===== config.mk =====
export PLATFORM = sky130hd
export DESIGN_NAME = pc_next_unit
export DESIGN_NICKNAME = d
export VERILOG_FILES = /design/src/rtl/pc_next_unit.sv
export SDC_FILE = /design/constraint.sdc
export NUM_CORES = 1
export LEC_CHECK = 0
export ABC_CLOCK_PERIOD_IN_PS = 3300
export CAP_MARGIN = 0
export CELL_PAD_IN_SITES_DETAIL_PLACEMENT = 0
export CELL_PAD_IN_SITES_GLOBAL_PLACEMENT = 1
export CORE_MARGIN = 3
export CORE_UTILIZATION = 36
export CTS_BUF_LIST = sky130_fd_sc_hd__clkbuf_16
export DETAILED_ROUTE_END_ITERATION = 8
export GPL_TIMING_DRIVEN = 0
export PLACE_DENSITY = 0.81
export SLEW_MARGIN = 15
export SYNTH_ARGS = -nofsm -noshare
export SYNTH_HDL_FRONTEND = slang
export SYNTH_SLANG_ARGS = --single-unit

===== constraint.sdc =====
create_clock -name clk -period 3.3 [get_ports clk]
set_clock_uncertainty 0.05 [all_clocks]
set_input_delay 0.66 -clock clk [delete_from_list [all_inputs] [get_ports clk]]
set_output_delay 0.66 -clock clk [all_outputs]
set_load 0.02 [all_outputs]

===== src/rtl/pc_next_unit.sv =====
// pc_next_unit: holds the PC, selects next PC (pc+4/branch/jal/jalr), sequences fetch, counts retires.
// Latency: 2 cycles per instruction (FETCH + EXEC) plus one cycle per low imem_ready in FETCH.
// Backpressure: imem_ready low holds FETCH; stall high holds EXEC with pc/instret frozen.
// Build option: define PC_MISALIGN_TRAP_EN to send redirects with target[1]=1 to TRAP_PC.
module pc_next_unit #(
  parameter logic [31:0] RESET_PC = 32'h0000_0000,
  parameter logic [31:0] TRAP_PC  = 32'h0000_0100
) (
  input  logic        clk,
  input  logic        rst_n,
  input  logic        br_taken,
  input  logic        jal,
  input  logic        jalr,
  input  logic [31:0] imm,
  input  logic [31:0] rs1,
  input  logic        stall,
  input  logic        imem_ready,
  output logic        imem_req,
  output logic [31:0] imem_addr,
  output logic        instr_valid,
  output logic [31:0] pc,
  output logic [31:0] pc_plus4,
  output logic        misalign,
  output logic [63:0] instret
);

  typedef enum logic [1:0] {BOOT, FETCH, EXEC} state_t;

  state_t      state, state_nxt;
  logic        retire;
  logic        redirect;
  logic [31:0] target;
  logic [31:0] next_pc;

  assign imem_addr = pc;
  assign pc_plus4  = pc + 32'd4;

  // state register
  always_ff @(posedge clk or negedge rst_n) begin
    if (!rst_n) state <= BOOT;
    else        state <= state_nxt;
  end

  // next state and fetch handshake; retire only on an unstalled EXEC cycle
  always_comb begin
    state_nxt   = state;
    imem_req    = 1'b0;
    instr_valid = 1'b0;
    retire      = 1'b0;
    case (state)
      BOOT:  state_nxt = FETCH;
      FETCH: begin
        imem_req = 1'b1;
        if (imem_ready) state_nxt = EXEC;
      end
      EXEC: begin
        instr_valid = 1'b1;
        if (!stall) begin
          retire    = 1'b1;
          state_nxt = FETCH;
        end
      end
      default: state_nxt = BOOT;
    endcase
  end

  // redirect target: jalr beats jal and branch, which share pc+imm
  always_comb begin
    redirect = jalr | jal | br_taken;
    if (jalr) target = (rs1 + imm) & ~32'h1;
    else      target = pc + imm;
  end

`ifdef PC_MISALIGN_TRAP_EN
  // a redirect to a half-word address goes to the trap vector; the instruction still retires
  always_comb begin
    misalign = retire & redirect & target[1];
    if (!redirect)      next_pc = pc_plus4;
    else if (target[1]) next_pc = TRAP_PC;
    else                next_pc = target;
  end
`else
  logic unused_trap_pc;
  assign unused_trap_pc = ^TRAP_PC;
  assign misalign       = 1'b0;

  // redirect targets are word-aligned by dropping the low two bits
  always_comb begin
    next_pc = redirect ? (target & ~32'h3) : pc_plus4;
  end
`endif

  // pc and retired-instruction counter advance together on retire
  always_ff @(posedge clk or negedge rst_n) begin
    if (!rst_n) begin
      pc      <= RESET_PC;
      instret <= '0;
    end else if (retire) begin
      pc      <= next_pc;
      instret <= instret + 64'd1;
    end
  end

endmodule


# Word level (Yosys, flattened, before mapping)
# Index checks and enable logic that the tools add are counted.
# word_totals
output_inout_bits,163
reg_bits,98
input_bits,71
# classes
n_addsub,4
n_eq_ne,4
muxes,9
n_bitwise,2
reduce_logical,2
# op_table
cell,count
$add 32x32->32,2
$add 64x1->64 const B,1
$mux 32,2
$add 32x3->32 const B,1
$pmux 2 s3,1
$mux 1,4
$mux 2,2
$ne 2x2->1 const B,2
$eq 2x1->1 const B,1
$eq 2x2->1 const B,1
$logic_not 2->1,1
$or 1x1->1,2
$reduce_and 2->1,1

# Longest topological paths before layout
# Gate-level depths: netlist of the first run.
# depth
ltp_word,3
mapped_depth,11

# Worst setup path before layout of the first run
# OpenSTA, ideal clock, no wires.
# synth_timing
kind,register -> output
from,register pc[2] (netlist: imem_addr[2])
to,output port pc_plus4[30]
slack_ps,275
arrival_ps,2315
required_ps,2590
path_stages_with_launch,9
path_cell_list,dfrtp_1 -> ha_1 -> and4_1 -> nand3_1 -> nor2_1 -> and3_1 -> buf_2 -> nand3_1 -> xnor2_1
# synth_via
elab_chain_cells,1
# synth_lines
item,line,text
"start, declared",21,"output logic [31:0] pc,"
"start signal, assigned",99,pc <= next_pc;
$add 32x3->32,36,assign pc_plus4 = pc + 32'd4;
"end, declared",22,"output logic [31:0] pc_plus4,"
# Every way passes these cells.

# Worst setup path after layout of the first run
# layout_timing
from,register pc[2] (netlist: imem_addr[2])
to,output port pc_plus4[11]
# Same word-level chain as after synthesis.

==> flow_metrics.tcl, run 1 <==
set metrics [dict create \
    outcome "completed" \
    yosys_register_bits 96 \
    die_w_microns 157.7 \
    detail_route.vias_per_cell 5.455 \
    pwr_density_cell_mw_per_mm2 680.6 \
    critPathMaxFanout 3 \
    dr.first_iter.drc_count 545 \
    cell_area_synth_sq_mm 0.008280 \
    final_period_minus_worst_setup_slack_ns 3.252 \
    synth_top_flop_cell "dfrtp_1" \
    syn-mean-instance-area_sq_um 8.449 \
    maximum_frequency_from_static_timing_analysis_mhz 307.5 \
    netlist.top_cell.by_area "dfrtp_1" \
    fraction_of_registers_with_async_set_reset 1.000 \
    clk_pin_slew_worst_paths_ns 0.07 \
    bufs_on_longest_clock_path 2 \
    worstPathCellList "buf_4 > and4_1 > nand2_1 > nor2_2 > nand3_1 > xnor2_1 > clkdlybuf4s50_1" \
    synth_enable_flop_cells 0 \
    wirelength_per_cell_microns 18.54 \
    crit_type "reg -> out" \
    num_antenna_cells 0 \
    met3WireLength_microns 1771 \
    worst_slew_margin_rel 0.4029 \
    grt.total_usage 0.2225 \
    rsz0062_at_grt "yes" \
    tritoncts "built" \
    htreeDepth 3 \
    final_max_slew_viol_count 0 \
    crit_required_ns 2.59 \
    post_detailed_route_drc_marker_count 0 \
    final_hold_viol_count 0 \
    via_count 8303 \
    clock_tree_root_buffer_cell "clkbuf_16" \
    fp.coreArea_sq_mm 0.02223 \
    ir_drop_v 0.0003356 \
    worstSetupStartpointType "register" \
    yosys.area.top_type_share 0.2901 \
    final_estimated_routing_congestion_in_global_placement 0.8896 \
    maximum_number_of_pins_on_one_net_before_global_route_repair 55 \
    synth.distinct_cells 82 \
    clock_insertion_delay_worst_skew_ns 0.35 \
    layout-area-overhead-vs-synth_pct 40.96 \
    slowest_delay_ns 0.66 \
    grt_first_pass_wirelength_microns 43810 \
    clock-sinks 96 \
    postRouteAntennaNets 0 \
    nNetsFinal 1370 \
    placed_cells 1492 \
    die_h_microns 157.7 \
    cts_buffers 9 \
    synth.yosys.seq_area_share 0.2901 \
    worstRegToRegCells 12 \
    regToRegStartpoint "imem_addr[4]" \
    design.portCount 234 \
    ctsHoldBuffers 0 \
    final_setup_violation_count 0 \
    maxCapViolations 0 \
    timing.critical_path.arrival_ns 2.54 \
    post_synth_inst_count 980 \
    ff2ff_setup_slack_ns 0.31 \
    hp-class "in -> async" \
    ys_top_cells_by_area "dfrtp_1, xnor2_1, ha_1" \
    max_slew.worst_pin.slew_ns 0.8924 \
    std_cell_rows 54 \
    dp_worst_setup_slack_ns -0.8371 \
    grt_remaining_overflow 0 \
    first_pass_iteration_count_of_the_detailed_router 5 \
    io_buffer_count 225 \
    min_period_over_period 0.9855 \
    layout_setup_ws_ns 0.04795 \
    endpoint_kind "primary output" \
    final_core_utilization 0.5251 \
    die_area_sq_mm 0.02486 \
    yosysWarningCount 0 \
    worst_r2r_endpoint "imem_addr[29]" \
    finalNonFillerCells 1522 \
    detailed_place_hpwl_microns 22440 \
    fin_area_sq_mm 0.01167 \
    drt-total-wl_microns 28220 \
    wl_met1_microns 12760 \
    total_leakage_power_nw 4.967 \
    antenna_violations_before_repair 0 \
    first_global_vias 8219 \
    drive_gt1_frac 0.1304 \
    timing.critical_path.slowest_stage_cell "clkdlybuf4s50_1" \
    place_area_sq_mm 0.01093 \
    detailroute.wirelength.met2_microns 13200 \
    initial_core_util 0.3725 \
    dr.max_layer_used "met4" \
]
[timing repair]
item / 4_1_cts / 5_1_grt
endpoints found under the setup margin: 36 / 26
resized for setup: 68 / 45
pin swaps: 4 / 10
setup buffers: 9 / 7
[state kept, by name (all words and copies together), names as in the netlist]
register	count
instret	64
state	2
imem_addr	30
[logic make-up after synthesis]
group / share of synthesized area
AND/OR/NAND/NOR: 0.2267
AO/OA/AOI/OAI: 0.1857
XOR/XNOR: 0.1470
flip-flops: 0.2901
buffers and inverters: 0.05425
adder cells (fa/ha/maj): 0.09217
multiplexers: 0.003627
other: 0.0004529
[worst max-delay path by stage]
stage	start	endpoint	slack (ns)	depth (start not counted)
floorplan	imem_addr[2]	pc_plus4[30]	0.27	8
global placement	rst_n	imem_addr[27]	-2.31	1
detailed placement	imm[2]	imem_addr[24]	-0.84	10
CTS	imem_addr[4]	pc_plus4[27]	-0.009	8
global route	imem_addr[16]	pc_plus4[27]	-0.05	9
finish	imem_addr[2]	pc_plus4[11]	0.05	7
[Yosys cell counts, types with 4 or more instances]
library cell	n
nor3_1	17
nand3_1	51
a21o_1	19
dfrtp_1	96
o21ai_1	17
and3_1	19
nand2_1	100
a21oi_1	77
clkbuf_1	20
o21ai_0	40
nand2b_1	5
and2_1	15
nor2b_1	6
a211oi_1	17
a31oi_1	7
o22ai_1	6
o211ai_1	11
inv_1	17
ha_1	61
o21bai_1	8
xnor2_1	97
nand4_1	24
o21a_1	4
buf_4	38
and4_1	8
or3_1	4
xor2_1	42
nor2_1	73
[critical path, delay by kind of cell (launching register included)]
| family | cells | cell delay, ns |
|---|---|---|
| and+or+nand+nor | 4 | 0.75 |
| xor gates and xnor gates | 1 | 0.25 |
| DFF | 1 | 0.40 |
| buffers and inverters | 2 | 0.79 |
[layout by cell type, fill, tap and decap left out, drive strengths merged, types with 4 or more instances in the layout]
cell type	n
nand2b	5
dlymetal6s2s	4
o211ai	11
nand2	101
a21o	19
inv	21
conb	7
buf	64
o21ai	57
clkdlybuf4s50	204
o21bai	8
and3	19
ha	61
nor3b	4
a211oi	17
and4	9
and2	16
nand4	26
or2	4
nor3	19
dlygate4sd2	6
nor2	76
xor2	42
nand3	54
o21a	4
a21oi	77
xnor2	97
clkbuf	32
o22ai	6
nor2b	7
dfrtp	96
a31oi	9
or3	5
[report_power, final]
part / internal, mW / switching (mW) / total (mW)
clock network: 0.743 / 0.480 / 1.22
logic: 2.29 / 2.54 / 4.83
registers: 1.39 / 0.497 / 1.89
[final cells by class]
| cell class | instances | area [sq um] |
|---|---|---|
| Clock buffer | 9 | 225.2 |
| Inverter | 19 | 71.32 |
| Multi-Input combinational cell | 809 | 5732 |
| Clock inverter | 6 | 115.1 |
| Timing Repair Buffer | 242 | 2381 |
| Buffer | 61 | 380.4 |
| Sequential cell | 96 | 2417 |
| Fill cell | 2052 | 10560 |
| Tap cell | 280 | 350.3 |
[through the flow]
step	hold slack, ns	power, mW	setup TNS, ns
2_1_floorplan	0.3144	4.606	0
3_3_place_gp	0.4134	6.492	-233.52
3_5_place_dp	0.4131	6.517	-12.80
4_1_cts	0.2042	7.842	-0.009260
5_1_grt	0.2064	8.448	-0.08825
6_report	0.1963	7.944	0
[routing by layer]
layer	GRT usage	up-vias
li1	-	4018
met1	0.3048	3975
met2	0.3713	284
met3	0.02542	26
met4	0.06405	0
met5	0	-
No activity file was read; power rests on OpenSTA's default activity.
==> run 2, diff against run 1 <==
CORE_UTILIZATION = 35   (was 36)
PLACE_DENSITY = 0.79   (was 0.81)
==> run 2 against run 1 <==
  * Via count increased by 0.28%
  * Fmax increased by 1.5%
  * Combinational power about the same
  * Sequential power about the same
  * First-iteration DRC count increased by 14%
  * Largest cell class unchanged
==> flow_metrics.tcl, run 2 (synthesized netlist as in run 1, its figures left out) <==
set metrics [dict create \
    seq_power_share 0.242 \
    bufs_on_longest_clock_path 2 \
    worstPathCellList "ha_2 > and4_4 > nand3_4 > nor2_4 > and3_1 > buf_2 > nand3_2 > xnor2_1 > clkdlybuf4s15_2" \
    initial_core_util 0.3613 \
    power.net_switching_mw 3.564 \
    cts_buffers 9 \
    design.portCount 234 \
    min_period_over_period 0.9712 \
    pwr_density_cell_mw_per_mm2 667.2 \
    dr.first_iter.drc_count 622 \
    antenna_violations_before_repair 0 \
    crit_type "reg -> out" \
    ir_drop_v 0.0002967 \
    slowest_delay_ns 0.41 \
    tritoncts "built" \
    power.share.clock 0.133 \
    final_estimated_routing_congestion_in_global_placement 0.9062 \
    multiInputGateArea_sq_mm 0.005709 \
    p_comb_frac 0.625 \
    crit_required_ns 2.59 \
    regToRegStartpoint "imem_addr[16]" \
    layout_setup_ws_ns 0.09502 \
    num_antenna_cells 0 \
    critPathMaxFanout 6 \
    clk_pin_slew_worst_paths_ns 0.08 \
    outcome "completed" \
    largest_reg_flops 64 \
    worst_r2r_endpoint "imem_addr[21]" \
    die_w_microns 159.8 \
    hp-class "in -> async" \
    grt_first_pass_wirelength_microns 43800 \
    mostFrequentLayoutCells "clkdlybuf4s50_1, nand2_1, xnor2_1, dfrtp_1, a21oi_1" \
    final_core_utilization 0.5078 \
    cell_internal_power_mw 4.200 \
    fp.coreArea_sq_mm 0.02292 \
    final_setup_violation_count 0 \
    max_slew.worst_pin.slew_ns 0.9012 \
    endpoint_kind "primary output" \
    post_detailed_route_drc_marker_count 0 \
    register_area_sq_mm 0.002417 \
    grt_remaining_overflow 0 \
    final_common_cell "clkdlybuf4s50_1" \
    first_pass_iteration_count_of_the_detailed_router 8 \
    wirelength_per_cell_microns 18.28 \
    first_global_vias 8073 \
    final_period_minus_worst_setup_slack_ns 3.205 \
    maximum_frequency_from_static_timing_analysis_mhz 312.0 \
    io_buffer_count 225 \
    maxCapViolations 0 \
    drive_gt1_frac 0.1312 \
    die_h_microns 159.8 \
    ctsHoldBuffers 0 \
    final_hold_viol_count 0 \
    htreeDepth 3 \
    detailed_place_hpwl_microns 22250 \
    critPathTopFamily "simple AND/OR/NAND/NOR gates" \
    std_cell_rows 55 \
    largest_register "instret" \
    ff2ff_setup_slack_ns 0.33 \
    timing.critical_path.arrival_ns 2.49 \
    clock_insertion_delay_worst_skew_ns 0.35 \
    maximum_number_of_pins_on_one_net_before_global_route_repair 59 \
    place_area_sq_mm 0.01098 \
    worst_slew_margin_rel 0.3970 \
    die_area_sq_mm 0.02554 \
    timing.critical_path.slowest_stage_cell "dfrtp_2" \
    total_leakage_power_nw 4.928 \
    clock_tree_root_buffer_cell "clkbuf_16" \
    worstSetupStartpointType "register" \
    dp_worst_setup_slack_ns -0.8634 \
    clock-sinks 96 \
    grt.total_usage 0.2122 \
    fin_area_sq_mm 0.01164 \
    crit_buf_inv 2 \
    nNetsFinal 1369 \
    drt-total-wl_microns 28420 \
    worstRegToRegCells 11 \
    postRouteAntennaNets 0 \
    via_count 8326 \
    final.fill_count 2195 \
    layout-area-overhead-vs-synth_pct 40.53 \
    swShare 0.4590 \
    finalHoldWorstSlack_ns 0.1825 \
    detail_route.vias_per_cell 5.354 \
    final_max_slew_viol_count 0 \
]
## run 2: area by class of cell
class | count | area share
multi-input cells | 809 | 0.4906
flip-flops and latches | 96 | 0.2077
repair buffers | 245 | 0.2070
well taps | 313 | 0.03366
plain buffers | 57 | 0.03075
clock buffers | 9 | 0.01935
inverters | 19 | 0.006129
clock inverters | 7 | 0.004731
## run 2: worst max path at each step
stage                             from       endpoint  slack, ns  depth (start not counted)
after floorplan           imem_addr[2]   pc_plus4[30]       0.27                          8
after global placement           rst_n   imem_addr[9]      -2.39                          1
after detailed placement        imm[2]  imem_addr[28]      -0.86                         11
after CTS                 imem_addr[3]   pc_plus4[28]      -0.05                          9
after global routing            rs1[2]  imem_addr[28]     -0.009                         11
final                     imem_addr[3]   pc_plus4[26]        0.1                          9
## run 2: layer usage
layer	vias up	global-route usage	wire, microns
met5	-	0	0
li1	4007	-	-
met4	0	0.05878	765
met3	58	0.02957	1626
met2	331	0.3467	12980
met1	3930	0.2946	13050
## run 2: power by group through the flow
stage | registers, mW | logic, mW | clock network [mW]
after floorplan | 1.95 | 2.66 | 0
after global placement | 1.88 | 4.61 | 0
after detailed placement | 1.89 | 4.63 | 0
after CTS | 1.89 | 4.63 | 1.05
after global routing | 1.92 | 5.21 | 1.10
final | 1.88 | 4.85 | 1.03
## run 2: what timing repair did
| action | CTS | global route |
|---|---|---|
| endpoints found under the setup margin | 36 | 28 |
| resized for setup | 60 | 41 |
| setup buffers | 8 | 11 |
| pin swaps | 5 | 9 |
## run 2: worst register-to-register path, delay by kind of cell, from the launching register on
family | cells | cell delay [ns]
xor gates and xnor gates | 1 | 0.20
adders and majority gates | 1 | 0.36
AOI/OAI and AO/OA | 7 | 1.38
buffers and inverters | 1 | 0.17
and+or+nand+nor | 1 | 0.26
DFF | 1 | 0.44
## run 2: per-stage QoR
| step | std cells | TNS [ns] | power, mW |
|---|---|---|---|
| 2_1_floorplan | 986 | 0 | 4.606 |
| 3_3_place_gp | 1524 | -240.61 | 6.497 |
| 3_5_place_dp | 1525 | -12.23 | 6.515 |
| 4_1_cts | 1548 | -0.05386 | 7.573 |
| 5_1_grt | 1555 | -0.009432 | 8.235 |
| 6_report | 1555 | 0 | 7.764 |
==> run 3, diff against run 2 <==
CTS_CLUSTER_SIZE = 30   (was not set)
==> results of run 3 <==
No change in the layout: final DEF, timing and power equal those of run 2.
